**config.mk**
```make
export PLATFORM = sky130hd
export DESIGN_NAME = pipe_controller
export DESIGN_NICKNAME = d
export VERILOG_FILES = /design/src/rtl/pipe_controller.sv
export SDC_FILE = /design/constraint.sdc
export NUM_CORES = 1
export LEC_CHECK = 0
export CAP_MARGIN = 20
export CORE_ASPECT_RATIO = 1.25
export CORE_MARGIN = 5
export CORE_UTILIZATION = 48
export DETAILED_ROUTE_END_ITERATION = 10
export GPL_ROUTABILITY_DRIVEN = 1
export GPL_TIMING_DRIVEN = 0
export PLACE_DENSITY = 0.8
export SYNTH_ARGS = -nofsm -noshare
export SYNTH_HDL_FRONTEND = slang
export SYNTH_SLANG_ARGS = --single-unit
```
**constraint.sdc**
```tcl
create_clock -name clk -period 2.9 [get_ports clk]
set_input_delay 0.58 -clock clk [delete_from_list [all_inputs] [get_ports clk]]
set_output_delay 0.58 -clock clk [all_outputs]
set_load 0.005 [all_outputs]
```
**src/rtl/pipe_controller.sv**
```systemverilog
// Control unit for a five-stage MIPS-style pipeline. It decodes in ID and carries control bundles down to EX, MEM and WB.
// It also produces the stall, flush, PC-select and forwarding-select signals.
module pipe_controller #(
  parameter int unsigned REG_ADDR_W   = 5,
  parameter bit          BRANCH_IN_EX = 1'b0
) (
  input  logic                  clk,
  input  logic                  rst,
  input  logic [5:0]            opc,
  input  logic [5:0]            func,
  input  logic [REG_ADDR_W-1:0] id_rs,
  input  logic [REG_ADDR_W-1:0] id_rt,
  input  logic [REG_ADDR_W-1:0] id_rd,
  input  logic                  id_zero,
  input  logic                  ex_zero,
  output logic                  ex_alu_src,
  output logic [2:0]            ex_alu_op,
  output logic [REG_ADDR_W-1:0] ex_dest,
  output logic                  mem_read,
  output logic                  mem_write,
  output logic                  wb_reg_write,
  output logic [1:0]            wb_mem_to_reg,
  output logic [REG_ADDR_W-1:0] wb_dest,
  output logic                  pc_write,
  output logic                  ifid_write,
  output logic                  ifid_flush,
  output logic [1:0]            pc_src,
  output logic [1:0]            fwd_a,
  output logic [1:0]            fwd_b
);

  typedef enum logic [5:0] {
    OP_RTYPE = 6'b000000, OP_J    = 6'b000010, OP_JAL = 6'b000011,
    OP_BEQ   = 6'b000100, OP_BNE  = 6'b000101, OP_ADDI = 6'b001000,
    OP_ANDI  = 6'b001100, OP_LW   = 6'b100011, OP_SW  = 6'b101011
  } opcode_e;

  typedef enum logic [5:0] {
    FN_ADD = 6'b100000, FN_SUB = 6'b100010, FN_AND = 6'b100100,
    FN_OR  = 6'b100101, FN_SLT = 6'b101010
  } func_e;

  typedef enum logic [2:0] {
    ALU_AND = 3'b000, ALU_OR = 3'b001, ALU_ADD = 3'b010,
    ALU_SUB = 3'b110, ALU_SLT = 3'b111
  } alu_op_e;

  typedef struct packed {
    logic                  reg_write;
    logic [1:0]            mem_to_reg;
    logic                  mem_read;
    logic                  mem_write;
    logic                  alu_src;
    logic [2:0]            alu_op;
    logic                  beq;
    logic                  bne;
    logic [REG_ADDR_W-1:0] dest;
    logic [REG_ADDR_W-1:0] rs;
    logic [REG_ADDR_W-1:0] rt;
  } bundle_t;

  bundle_t dec, idex, exmem, memwb;
  logic    is_jump;
  logic    match_ex, match_mem, load_use, br_stall, stall;
  logic    ex_taken, id_taken, flush, bubble;
  logic    unused_bits;

  always_comb begin
    dec     = '0;
    dec.rs  = id_rs;
    dec.rt  = id_rt;
    is_jump = 1'b0;
    case (opc)
      OP_RTYPE: begin
        dec.reg_write = 1'b1;
        dec.dest      = id_rd;
        case (func)
          FN_SUB:  dec.alu_op = ALU_SUB;
          FN_AND:  dec.alu_op = ALU_AND;
          FN_OR:   dec.alu_op = ALU_OR;
          FN_SLT:  dec.alu_op = ALU_SLT;
          default: dec.alu_op = ALU_ADD;
        endcase
      end
      OP_ADDI: begin
        dec.reg_write = 1'b1;
        dec.alu_src   = 1'b1;
        dec.alu_op    = ALU_ADD;
        dec.dest      = id_rt;
      end
      OP_ANDI: begin
        dec.reg_write = 1'b1;
        dec.alu_src   = 1'b1;
        dec.alu_op    = ALU_AND;
        dec.dest      = id_rt;
      end
      OP_LW: begin
        dec.reg_write  = 1'b1;
        dec.mem_read   = 1'b1;
        dec.mem_to_reg = 2'b01;
        dec.alu_src    = 1'b1;
        dec.alu_op     = ALU_ADD;
        dec.dest       = id_rt;
      end
      OP_SW: begin
        dec.mem_write = 1'b1;
        dec.alu_src   = 1'b1;
        dec.alu_op    = ALU_ADD;
      end
      OP_BEQ: begin
        dec.beq    = 1'b1;
        dec.alu_op = ALU_SUB;
      end
      OP_BNE: begin
        dec.bne    = 1'b1;
        dec.alu_op = ALU_SUB;
      end
      OP_J:   is_jump = 1'b1;
      OP_JAL: begin
        is_jump        = 1'b1;
        dec.reg_write  = 1'b1;
        dec.mem_to_reg = 2'b10;
        dec.dest       = REG_ADDR_W'(31);
      end
      default: ;
    endcase
    if (dec.dest == '0) dec.reg_write = 1'b0;
  end

  // A redirect beats a stall: PC advances and the held instruction is squashed.
  // A stalled ID branch is not resolved until the stall clears.
  always_comb begin
    match_ex  = (idex.dest != '0) && ((idex.dest == id_rs) || (idex.dest == id_rt));
    match_mem = (exmem.dest != '0) && ((exmem.dest == id_rs) || (exmem.dest == id_rt));
    load_use  = idex.mem_read && match_ex;
    br_stall  = !BRANCH_IN_EX && (dec.beq || dec.bne) &&
                ((idex.reg_write && match_ex) || (exmem.mem_read && match_mem));
    stall     = load_use || br_stall;
    ex_taken  = BRANCH_IN_EX && ((idex.beq && ex_zero) || (idex.bne && !ex_zero));
    id_taken  = !BRANCH_IN_EX && !stall && ((dec.beq && id_zero) || (dec.bne && !id_zero));
    flush     = ex_taken || is_jump || id_taken;
    bubble    = ex_taken || (stall && !flush);

    pc_write   = 1'b1;
    ifid_write = 1'b1;
    ifid_flush = 1'b0;
    pc_src     = 2'b00;
    fwd_a      = 2'b00;
    fwd_b      = 2'b00;
    if (!rst) begin
      pc_write   = !(stall && !flush);
      ifid_write = !(stall && !flush);
      ifid_flush = flush;
      if (ex_taken)      pc_src = 2'b01;
      else if (is_jump)  pc_src = 2'b10;
      else if (id_taken) pc_src = 2'b01;
      if (exmem.reg_write && exmem.dest != '0 && exmem.dest == idex.rs)      fwd_a = 2'b01;
      else if (memwb.reg_write && memwb.dest != '0 && memwb.dest == idex.rs) fwd_a = 2'b10;
      if (exmem.reg_write && exmem.dest != '0 && exmem.dest == idex.rt)      fwd_b = 2'b01;
      else if (memwb.reg_write && memwb.dest != '0 && memwb.dest == idex.rt) fwd_b = 2'b10;
    end
  end

  always_ff @(posedge clk) begin
    if (rst) begin
      idex  <= '0;
      exmem <= '0;
      memwb <= '0;
    end else begin
      idex  <= bubble ? '0 : dec;
      exmem <= idex;
      memwb <= exmem;
    end
  end

  assign ex_alu_src    = idex.alu_src;
  assign ex_alu_op     = idex.alu_op;
  assign ex_dest       = idex.dest;
  assign mem_read      = exmem.mem_read;
  assign mem_write     = exmem.mem_write;
  assign wb_reg_write  = memwb.reg_write;
  assign wb_mem_to_reg = memwb.mem_to_reg;
  assign wb_dest       = memwb.dest;
  assign unused_bits   = ^{exmem, memwb};

endmodule

```
==> results.toml <==
[die]
start_util = 0.493
ios = 59
dieArea_sq_mm = 0.00597
core.rowCount = 27
core-area_sq_mm = 0.00439
die_w_um = 70.1
die_h_um = 85.1

[placed_design]
place_congestion = 0.875
dp_hpwl_um = 4070
post-place-ws_ps = -683
portBuffers = 56

[clock_tree]
clk_pin_slew_ps = 80
clockBufferDepth = 2
cts-htree-levels = 2
cts_buffers = 5
clk_latency_ps = 300
numClockSinks = 42
ctsHoldBuffers = 0
clockRootBuffer = "clkbuf_8"
tritoncts = "done"

[timing]
whs_ps = 446
hold_viol_final = 0
clock_skew_ps = 8.66
setup_viol = 0
rsz0062_at_grt = "true"
period_share = 0.982
report.final.slew_viol_count = 0
worst_slack_ps = 53.0
slew_headroom = 0.586
fmax_ghz = 0.351
finalCriticalPeriod_ps = 2850
worst_pin_slew_ps = 621

[min_path]
hold_class = "flip-flop to flip-flop"
min_path_cells = 1

[global_route]
grt.total_usage = 0.185
grt_pass1_wl_um = 8780
grt_max_degree = 20
globalRouteOverflowTotal = 0
antenna_found_initial = 0
grt_pass1_vias = 1834

[routing]
postRouteAntennaNets = 0
vias_per_cell = 5.17
first_pass_iters = 4
num_vias = 1851
drtIter0Drc = 52
wire_per_inst_um = 14.9
wirelength_um = 5350
drc = 0

[synthesis]
synth_edf_count = 0
synthesis.area_sq_mm = 0.00217
yosysMostFrequentCell = "dfxtp_1"
ys.flop_type = "dfxtp_1"
synthTopCellsByCount = "dfxtp_1, xnor2_1, nor2b_1"
synth.area.top_cells = "dfxtp_1, xnor2_1, nor2b_1, a21oi_1, buf_4"
ys_warn_count = 0
syn_area_per_cell_sq_um = 9.07
synth_cell_type_count = 37
synth_top_cell_by_area = "dfxtp_1"
netlist_instances = 239
synth_top_area_frac = 0.388
async_reset_ff_frac = 0
synth-seq-area-share = 0.388
ys_ff_latch = 42
synthesis.nets = 270

[finish]
fillers = 382
seq_area_sq_um = 845
final_util = 0.667
n_antenna_cell = 0
multiInputGateArea_sq_mm = 0.00122
nNetsFinal = 330
syn2layout_area_growth_pct = 35.1
largestRegisters = "idex: 15 flops, exmem: 8 flops"
drive_gt1_frac = 0.163
largest_reg_flops = 15
regMostFlops = "idex"

[outcome]
status = "finished, final reports clean"

[worst_setup_path]
r2r_slack_ps = 1010
cpPeakStageDelay_ps = 520
end_kind = "output port"
crit_required_ps = 2320
reg2reg_depth = 8
critPathMaxFanout = 10
slowest_stage = "or4_4"
path_cells = "buf_6 -> or4_4 -> o21ai_2 -> nor2_1 -> a22o_1 -> buf_6 -> buf_6 -> nand3b_1 -> buf_4 -> buf_4"
crit_arrival_ps = 2270
cpMostUsedCell = "buf_6"
start_kind = "flip-flop"
crit_type = "flip-flop to output port"

[power]
power_leakage_uw = 0.00108
powerDensity_mw_per_mm2 = 411
vdd_drop_max_mv = 0.248

[flow_run]
maxCapViolCount = 0
layer usage:
layer,wire (um),vias up,track usage
li1,-,937,-
met1,2210,842,0.196
met2,2670,56,0.328
met3,318,16,0.0521
met4,143,0,0.103
met5,0,-,0
final cells by class:
| cell class | count | area share |
|---|---|---|
| plain buffers | 19 | 0.0466 |
| clock inverters | 2 | 0.0128 |
| repair buffers | 58 | 0.185 |
| flip-flops and latches | 42 | 0.288 |
| inverters | 1 | 0.00128 |
| clock buffers | 6 | 0.0248 |
| well taps | 58 | 0.0248 |
| multi-input cells | 172 | 0.417 |
power by group:
| part | internal [uW] | switching (uW) | total (uW) |
|---|---|---|---|
| clock network | 257 | 197 | 454 |
| logic | 78.9 | 70.0 | 149 |
| registers | 588 | 11.8 | 600 |
per-stage QoR:
stage	setup TNS (ps)	power [uW]	std cells	cell area, sq um
3_3_place_gp	-2720	760	353	2800
3_5_place_dp	-2840	762	353	2800
6_report	0	1200	358	2930
4_1_cts	-74.6	1200	357	2930
5_1_grt	-13.3	1250	358	2930
2_1_floorplan	0	687	239	2170
worst max-delay path: cells and delay by family, from the launching register on:
kind	cells	cell delay [ps]
compound gates	2	350
simple gates	3	680
buf+inv	5	660
flops	1	310
cell usage in the layout (no fill, tap or decap), types with 5 or more instances in the layout:
| cell | Yosys | final |
|---|---|---|
| a21oi_1 | 19 | 19 |
| a221oi_1 | 7 | 7 |
| buf_4 | 10 | 12 |
| clkbuf_1 | 9 | 6 |
| clkbuf_2 | 0 | 5 |
| clkbuf_8 | 0 | 5 |
| clkdlybuf4s50_1 | 0 | 35 |
| dfxtp_1 | 42 | 39 |
| dlygate4sd2_1 | 0 | 11 |
| nand2_1 | 11 | 10 |
| nand2b_1 | 11 | 11 |
| nand3_1 | 8 | 8 |
| nor2_1 | 11 | 11 |
| nor2b_1 | 21 | 21 |
| nor3_1 | 7 | 7 |
| xnor2_1 | 33 | 33 |
| xor2_1 | 8 | 8 |
cells by family (layout without fill, tap and decap cells):
| logic type | after synthesis | count (layout) | share of synthesized area |
|---|---|---|---|
| xor gates and xnor gates | 41 | 41 | 0.166 |
| AOI/OAI and AO/OA | 45 | 45 | 0.149 |
| and+or+nand+nor | 86 | 86 | 0.225 |
| DFF | 42 | 42 | 0.388 |
| buffers and inverters | 25 | 86 | 0.0722 |
final timing paths:
path | startpoint | end
max | exmem[11] | pc_write
min | idex[21] | mem_write
max reg2reg | exmem[11] | ex_dest[1]
min reg2reg | idex[21] | mem_write
timing repair:
item	in CTS	in global routing
buffers inserted	1	1
pin swaps	4	6
cloned	0	0
endpoints found under the hold margin	0	0
setup endpoints to repair	9	6
resized for setup	44	11
Note: power is estimated with default switching activity, not from simulation.
